**config.mk**
```make
export PLATFORM = sky130hd
export DESIGN_NAME = constraint_alu
export DESIGN_NICKNAME = d
export VERILOG_FILES = /design/src/rtl/constraint_pkg.sv /design/src/rtl/constraint_alu.sv
export SDC_FILE = /design/constraint.sdc
export NUM_CORES = 1
export LEC_CHECK = 0
export CAP_MARGIN = 20
export CORE_MARGIN = 2
export CORE_UTILIZATION = 46
export DETAILED_ROUTE_END_ITERATION = 8
export GPL_ROUTABILITY_DRIVEN = 0
export SLEW_MARGIN = 40
export SYNTH_ARGS = -nofsm -noshare
export SYNTH_HDL_FRONTEND = slang
export SYNTH_SLANG_ARGS = --single-unit
```
**constraint.sdc**
```tcl
create_clock -name vclk -period 49.6
set_input_delay 12.4 -clock vclk [all_inputs]
set_output_delay 12.4 -clock vclk [all_outputs]
set_load 0.01 [all_outputs]
```
**src/rtl/constraint_pkg.sv**
```systemverilog
// Shared types for the constraint stream checker: opcodes, table entry layout, FSM states.
// Latency: n/a (types and constants only).
// Backpressure: n/a.
package constraint_pkg;

    localparam int DEF_NUM_VARS = 8;
    localparam int DEF_VAR_W    = 16;
    localparam int DEF_NUM_CONS = 16;
    localparam int DEF_CNT_W    = 16;
    localparam int IDX_W        = (DEF_NUM_VARS > 1) ? $clog2(DEF_NUM_VARS) : 1;

    // Encodings 15 and up are undefined and evaluate to r=0 (false).
    typedef enum logic [3:0] {
        ADD, SUB, MUL, AND, OR, XOR, NOTA, SHL, SHR, DIV, EQ, NE, LAND, LOR, LNOT
    } opcode_e;

    typedef struct packed {
        logic                 en;
        logic [3:0]           opcode;
        logic [IDX_W-1:0]     idx_a;
        logic [IDX_W-1:0]     idx_b;
        logic                 use_imm;
        logic [DEF_VAR_W-1:0] imm;
    } entry_t;

    typedef enum logic [1:0] {IDLE, EVAL, RESP} state_e;

endpackage

```
**src/rtl/constraint_alu.sv**
```systemverilog
// Evaluates one binary constraint: computes r = op(a, b) and reports whether r is non-zero.
// Latency: purely combinational.
// Backpressure: none; the result is consumed in the same cycle.
module constraint_alu
    import constraint_pkg::*;
#(
    parameter int VAR_W = DEF_VAR_W
) (
    input  logic [3:0]       opcode,
    input  logic [VAR_W-1:0] a,
    input  logic [VAR_W-1:0] b,
    output logic             is_true
);

    logic [VAR_W-1:0] r;

    always_comb begin
        r = '0;
        case (opcode)
            ADD:     r = a + b;
            SUB:     r = a - b;
            MUL:     r = a * b;
            AND:     r = a & b;
            OR:      r = a | b;
            XOR:     r = a ^ b;
            NOTA:    r = ~a;
            // Shift distances of VAR_W or more clear every bit.
            SHL:     if (b < VAR_W'(VAR_W)) r = a << b;
            SHR:     if (b < VAR_W'(VAR_W)) r = a >> b;
            DIV:     if (b != '0) r = a / b;
            EQ:      r[0] = (a == b);
            NE:      r[0] = (a != b);
            LAND:    r[0] = (a != '0) && (b != '0);
            LOR:     r[0] = (a != '0) || (b != '0);
            LNOT:    r[0] = (a == '0);
            default: r = '0;
        endcase
    end

    assign is_true = |r;

endmodule

```
==> flow_summary.ini, run 1 <==
[power]
leakagePower_uw = 0.008974
cellInternalPower_uw = 200.1
vdd_drop_max_mv = 0.04202
power.density_nw_per_um2 = 23.50
switching_share = 0.5469
p_sw_uw = 241.6
p_clk_frac = 0
combPwrFrac = 1.000
p_seq_frac = 0

[grt]
grtUsageTotal = 0.3529
grt_max_degree = 56
grt_pass1_vias = 16420
gr-total-overflow = 0
grt_pass1_wl_mm = 88.53
antenna_found_initial = 0

[timing]
min_period_ns = 49.81
whs_ns = 26.01
timing_max_transition_violations_final = 0
tightest_slew_ns = 0.8981
timing.final.hold_violations = 0
max_slew_margin = 0.4006
fmaxAchievable_ghz = 0.02007
tns_ns = -0.2149
setup_viol = 1
fin_crit_sh = 1.004
worst_slack_ns = -0.2149
rsz0062_at_grt = yes

[die]
dieHeight_um = 178.8
core_area_um2 = 29870
initial_core_util = 0.4704
die_x_um = 178.8
io_pins = 37
rows = 63
dieArea_um2 = 31970

[logic_synthesis]
synthTopCellsByCount = ha_1 (236), nor2_1 (224), inv_1 (182)
ys_warn_count = 0
synth_area_leaders = ha_1 (21%), fa_1 (12%), nor2_1 (6.0%)
ys_seq_area_frac = 0
synthDistinctLibCells = 93
synth_most_common_cell = ha_1
synth_area_um2 = 14050
synth_fp_nets = 2276
synth_top_cell_by_area = ha_1
synth_area_per_cell_um2 = 7.312
netlist_instances = 1922
synth_top_area_share = 0.2101

[layout]
fill_cells = 2649
nets = 2706
nClkBuffers = 0
seqCellArea_um2 = 0
seq_cells = 0
drive_gt1_frac = 0.2809
syn_to_final_growth_pct = 33.78
layoutNonFillerInstCount = 2740
antenna_cells = 0

[setup_path]
cp_slowest_cell = o41ai_4
critical_path_class = in2out
crit_end = is_true
critPathMaxFanout = 8
cpMostUsedCell = ha_1
worstPathRequired_ns = 37.20
arrival_ns = 37.41
end_kind = output pin
critPathMaxStageDelay_ns = 0.57
startpoint_type = input pin
startpoint = b[5]

[route]
wl_per_cell_um = 20.79
routed-via-count = 16644
finalWirelength_mm = 56.95
firstDrtPassIters = 6
ant_nets = 0
vias_per_cell = 6.074
drt_iter0_drc = 1860
drcViolationCount = 0

[placed_design]
numPlacedInstances = 2705
port_buffers = 37
pre_cts_ws_ns = -1.618
dp_hpwl_mm = 43.42

[min_path]
hp-class = in2out
worstHoldStart = b[3]
hold_depth = 10

[status]
violations = setup timing
outcome = finished, violations left

[run]
maxCapViolCount = 0
## power by group through the flow
stage	clock [uW]	combinational [uW]	sequential, uW
floorplan	0	285	0
global placement	0	410	0
detailed placement	0	417	0
CTS	0	430	0
global route	0	491	0
finish	0	442	0
## cell usage in the layout, fill, tap and decap left out, types with 11 or more instances in the layout
master and instances:
o21ai_1 14, xnor2_1 78, o21a_1 27, and3_1 12
buf_4 474, nand2b_1 27, nand2_1 125, a31oi_1 20
o21ai_0 69, fa_1 82, mux2_2 32, a21oi_2 22
o211ai_1 23, a211oi_1 16, a21oi_1 118, or3_1 13
nand3_1 34, inv_1 181, nor2_1 217, nand4_1 26
xor2_1 48, ha_1 223, and2_1 11, nor2b_1 11
mux2i_1 17, nor4_1 22, o21bai_1 11, a21o_1 38
ha_4 12, clkdlybuf4s50_1 34, nor3_1 48
## what timing repair did
item,in CTS,in global routing
buffers inserted,28,7
pin swaps,54,32
endpoints found under the setup margin,1,1
hold buffers,0,0
gates resized for setup,91,33
## stage by stage
step	instance area (um2)	util	power, uW
global route	18800	0.6293	490.7
global placement	17950	0.6010	410.5
detailed placement	17950	0.6010	417.3
CTS	18560	0.6212	430.1
floorplan	14140	-	285.5
finish	18800	0.6293	441.8
## layout make-up
type                            instances  area [um2]  area share
Timing Repair Buffer                  515        3963      0.2108
Multi-Input combinational cell       1643       13630      0.7249
Tap cell                              390       488.0     0.02596
Inverter                              192       720.7     0.03833
## cell families (layout without fill, tap and decap cells)
family	count (synthesis)	in the layout	synth area share
buf+inv	279	707	0.07514
mux	66	66	0.05823
compound gates	517	517	0.2493
xor+xnor	126	126	0.07853
fa+ha+maj	318	318	0.3269
simple gates	616	616	0.2119
## worst min path at each step
stage | endpoint | slack [ns]
3_3_place_gp | is_true | 26.45
5_1_grt | is_true | 26.04
4_1_cts | is_true | 25.97
6_report | is_true | 26.01
3_5_place_dp | is_true | 26.46
2_1_floorplan | is_true | 25.07
## metal layers
layer,wire [um],up-vias,GRT usage
met5,0,-,0
met3,5700,217,0.06001
met4,2991,0,0.1541
met1,23730,7804,0.4740
met2,24530,855,0.5542
li1,-,7768,-
## critical path: cells and delay by family
family / cells / cell delay, ns
mux: 5 / 1.25
simple gates: 31 / 5.52
xor+xnor: 2 / 0.28
compound gates: 56 / 11.01
fa+ha+maj: 15 / 4.28
buf+inv: 14 / 2.58
Power figures use the tool's default switching activity.
==> run 2, diff against run 1 <==
- PLACE_DENSITY: unset -> 0.62
==> flow_summary.ini, run 2 (synthesized netlist as in run 1, its figures left out) <==
[die]
io_pins = 37
rows = 63
initial_core_util = 0.4704
dieHeight_um = 178.8
dieArea_um2 = 31970
core_area_um2 = 29870
die_x_um = 178.8

[route]
firstDrtPassIters = 6
ant_nets = 0
wl_per_cell_um = 21.01
finalWirelength_mm = 57.73
drcViolationCount = 0
vias_per_cell = 6.169
routed-via-count = 16952
drt_iter0_drc = 1914

[setup_path]
startpoint_type = input pin
startpoint = b[5]
end_kind = output pin
critPathMaxFanout = 8
critPathMaxStageDelay_ns = 0.52
cpMostUsedCell = ha_1
worstPathRequired_ns = 37.20
critical_path_class = in2out
arrival_ns = 37.69
cp_slowest_cell = or4_1

[grt]
grtUsageTotal = 0.3513
grt_pass1_vias = 16403
grt_max_degree = 56
gr-total-overflow = 0
antenna_found_initial = 2
grt_pass1_wl_mm = 87.67

[placed_design]
dp_hpwl_mm = 43.11
port_buffers = 37

[timing]
rsz0062_at_grt = yes
timing_max_transition_violations_final = 0
tns_ns = -0.4943
fmaxAchievable_ghz = 0.01996
worst_slack_ns = -0.4943
min_period_ns = 50.09
setup_viol = 1
tightest_slew_ns = 0.9131
max_slew_margin = 0.3906
fin_crit_sh = 1.010
timing.final.hold_violations = 0

[layout]
fill_cells = 2634
nets = 2714
antenna_cells = 0
final_util = 0.6349
seqCellArea_um2 = 0
multiInputGateArea_um2 = 13740
nClkBuffers = 0
syn_to_final_growth_pct = 34.96
seq_cells = 0
drive_gt1_frac = 0.2863
final_cell_mix = buf_4 (480), ha_1 (221), nor2_1 (218)
final_common_cell = buf_4

[power]
finalPower_uw = 449.7
power.density_nw_per_um2 = 23.71
p_seq_frac = 0
switching_share = 0.5513
p_clk_frac = 0
cellInternalPower_uw = 201.8
vdd_drop_max_mv = 0.03387
leakagePower_uw = 0.009025
p_sw_uw = 247.9
combPwrFrac = 1.000

[min_path]
hp-class = in2out
worstHoldStart = b[3]

[run]
maxCapViolCount = 0

[status]
outcome = finished, violations left
violations = setup timing

[clock_tree]
cts_hold_buf = 0
==> run 2: worst max-delay path: cells and delay by family <==
kind	cells	cell delay (ns)
buf+inv	11	2.11
simple gates	39	7.56
mux	4	1.15
compound gates	50	10.29
fa+ha+maj	15	4.15
==> run 2: final timing paths <==
check | slack, ns | cells past startpoint | end
setup / recovery | -0.49 | 119 | is_true
hold / removal | 26.10 | 10 | is_true
==> run 2: layout make-up <==
type,instances,share of cell area
tap,390,0.02573
multi-input combinational,1644,0.7243
timing repair buffer,522,0.2120
inverter,192,0.03800
==> run 2: power groups by stage <==
stage / Sequential, uW / Combinational [uW] / Clock, uW
after floorplan: 0 / 285 / 0
after global placement: 0 / 409 / 0
after detailed placement: 0 / 419 / 0
after CTS: 0 / 430 / 0
after global routing: 0 / 495 / 0
final: 0 / 450 / 0
==> run 2: routing by layer <==
layer / vias up / global-route usage / wire [um]
li1: 7783 / - / -
met1: 7984 / 0.4642 / 23810
met2: 964 / 0.5545 / 24960
met3: 221 / 0.06807 / 6000
met4: 0 / 0.1545 / 2960
met5: - / 0 / 0
==> run 2: stage by stage <==
step / setup WS, ns / instances / area (um2) / hold WS [ns]
2_1_floorplan: 0.003073 / 1922 / 14140 / 25.07
3_3_place_gp: -1.449 / 2698 / 17910 / 26.51
3_5_place_dp: -2.005 / 2698 / 17930 / 26.52
4_1_cts: -0.4790 / 2725 / 18400 / 26.04
5_1_grt: -1.522 / 2748 / 18970 / 26.13
6_report: -0.4943 / 2748 / 18970 / 26.10
==> run 2: timing repair <==
item	in CTS	in global routing
cloned	1	0
gates resized for setup	66	71
endpoints found under the setup margin	1	1
setup buffers	26	23
pin swaps	37	47
==> run 3, diff against run 2 <==
- GPL_TIMING_DRIVEN: unset -> 0
==> flow_summary.ini, run 3 (synthesized netlist as in run 1, its figures left out) <==
[setup_path]
critical_path_class = in2out
critPathMaxStageDelay_ns = 0.50
worstPathRequired_ns = 37.20
cp_slowest_cell = or4_4
startpoint_type = input pin
critPathMaxFanout = 8
arrival_ns = 37.79
startpoint = b[10]
cpMostUsedCell = ha_4
crit_end = is_true
end_kind = output pin

[run]
maxCapViolCount = 0

[timing]
timing.final.hold_violations = 0
tightest_slew_ns = 1.003
whs_ns = 25.77
worst_slack_ns = -0.5887
fmaxAchievable_ghz = 0.01992
setup_viol = 1
tns_ns = -0.5887
min_period_ns = 50.19
fin_crit_sh = 1.012
timing_max_transition_violations_final = 0
max_slew_margin = 0.3306
rsz0062_at_grt = yes

[route]
firstDrtPassIters = 6
wl_per_cell_um = 22.93
drt_iter0_drc = 2004
drcViolationCount = 0
finalWirelength_mm = 58.47
vias_per_cell = 6.547
ant_nets = 0
routed-via-count = 16694

[layout]
nClkBuffers = 0
nets = 2516
syn_to_final_growth_pct = 32.06
seqCellArea_um2 = 0
antenna_cells = 0
seq_cells = 0
final_cell_mix = nor2_1 (209), buf_4 (200), ha_1 (182)
final_common_cell = nor2_1
drive_gt1_frac = 0.2625

[power]
power.density_nw_per_um2 = 23.86
leakagePower_uw = 0.008136
vdd_drop_max_mv = 0.03604

[grt]
antenna_found_initial = 0
grtUsageTotal = 0.3484
grt_pass1_wl_mm = 87.36
grt_max_degree = 27
grt_pass1_vias = 15825
gr-total-overflow = 0

[die]
die_x_um = 178.8
io_pins = 37
rows = 63
dieHeight_um = 178.8
dieArea_um2 = 31970
core_area_um2 = 29870
initial_core_util = 0.4704

[status]
outcome = finished, violations left
violations = setup timing

[min_path]
hp-class = in2out
worstHoldStart = b[15]

[placed_design]
port_buffers = 37
dp_hpwl_mm = 40.83
run 3: worst min path at each step:
stage / cells after the start / end
2_1_floorplan: 3 / is_true
3_3_place_gp: 6 / is_true
3_5_place_dp: 5 / is_true
4_1_cts: 5 / is_true
5_1_grt: 5 / is_true
6_report: 5 / is_true
run 3: routing by layer:
layer,GRT usage,vias up,share of wire
met5,0,-,0
met4,0.1409,0,0.056
met3,0.06001,289,0.10
met2,0.5649,1029,0.44
met1,0.4575,7958,0.40
li1,-,7418,-
run 3: timing repair:
item | 4_1_cts | 5_1_grt
endpoints found under the setup margin | 1 | 1
hold buffers | 0 | 0
gates resized for setup | 332 | 173
gates cloned | 5 | 0
pin swaps | 127 | 126
setup buffers | 153 | 49
run 3: power breakdown:
part / switching (uW) / total (uW) / leakage, uW / internal, uW
logic: 251 / 443 / 0.00814 / 191
registers: 0 / 0 / 0 / 0
clock network: 0 / 0 / 0 / 0
run 3: through the flow:
stage	util	area (um2)	setup slack, ns	power [uW]	std cells
2_1_floorplan	-	14140	0.003073	285.5	1922
3_3_place_gp	0.5019	15000	-6.592	370.1	2349
3_5_place_dp	0.5050	15090	-6.900	381.6	2352
4_1_cts	0.5863	17520	-0.7031	414.4	2506
5_1_grt	0.6212	18560	-1.279	487.8	2550
6_report	0.6212	18560	-0.5887	442.8	2550
run 3: final cells by class:
| class | instances | area (um2) |
|---|---|---|
| plain buffers | 78 | 484.2 |
| inverters | 192 | 729.5 |
| repair buffers | 247 | 2071 |
| fillers | 2566 | 11320 |
| well taps | 390 | 488.0 |
| multi-input cells | 1643 | 14790 |
run 3: worst max-delay path: cells and delay by family:
kind,cells,cell delay [ns]
AOI/OAI and AO/OA,58,12.00
adders and majority gates,15,3.95
buffers and inverters,12,1.80
and+or+nand+nor,25,5.28
muxes,8,2.28
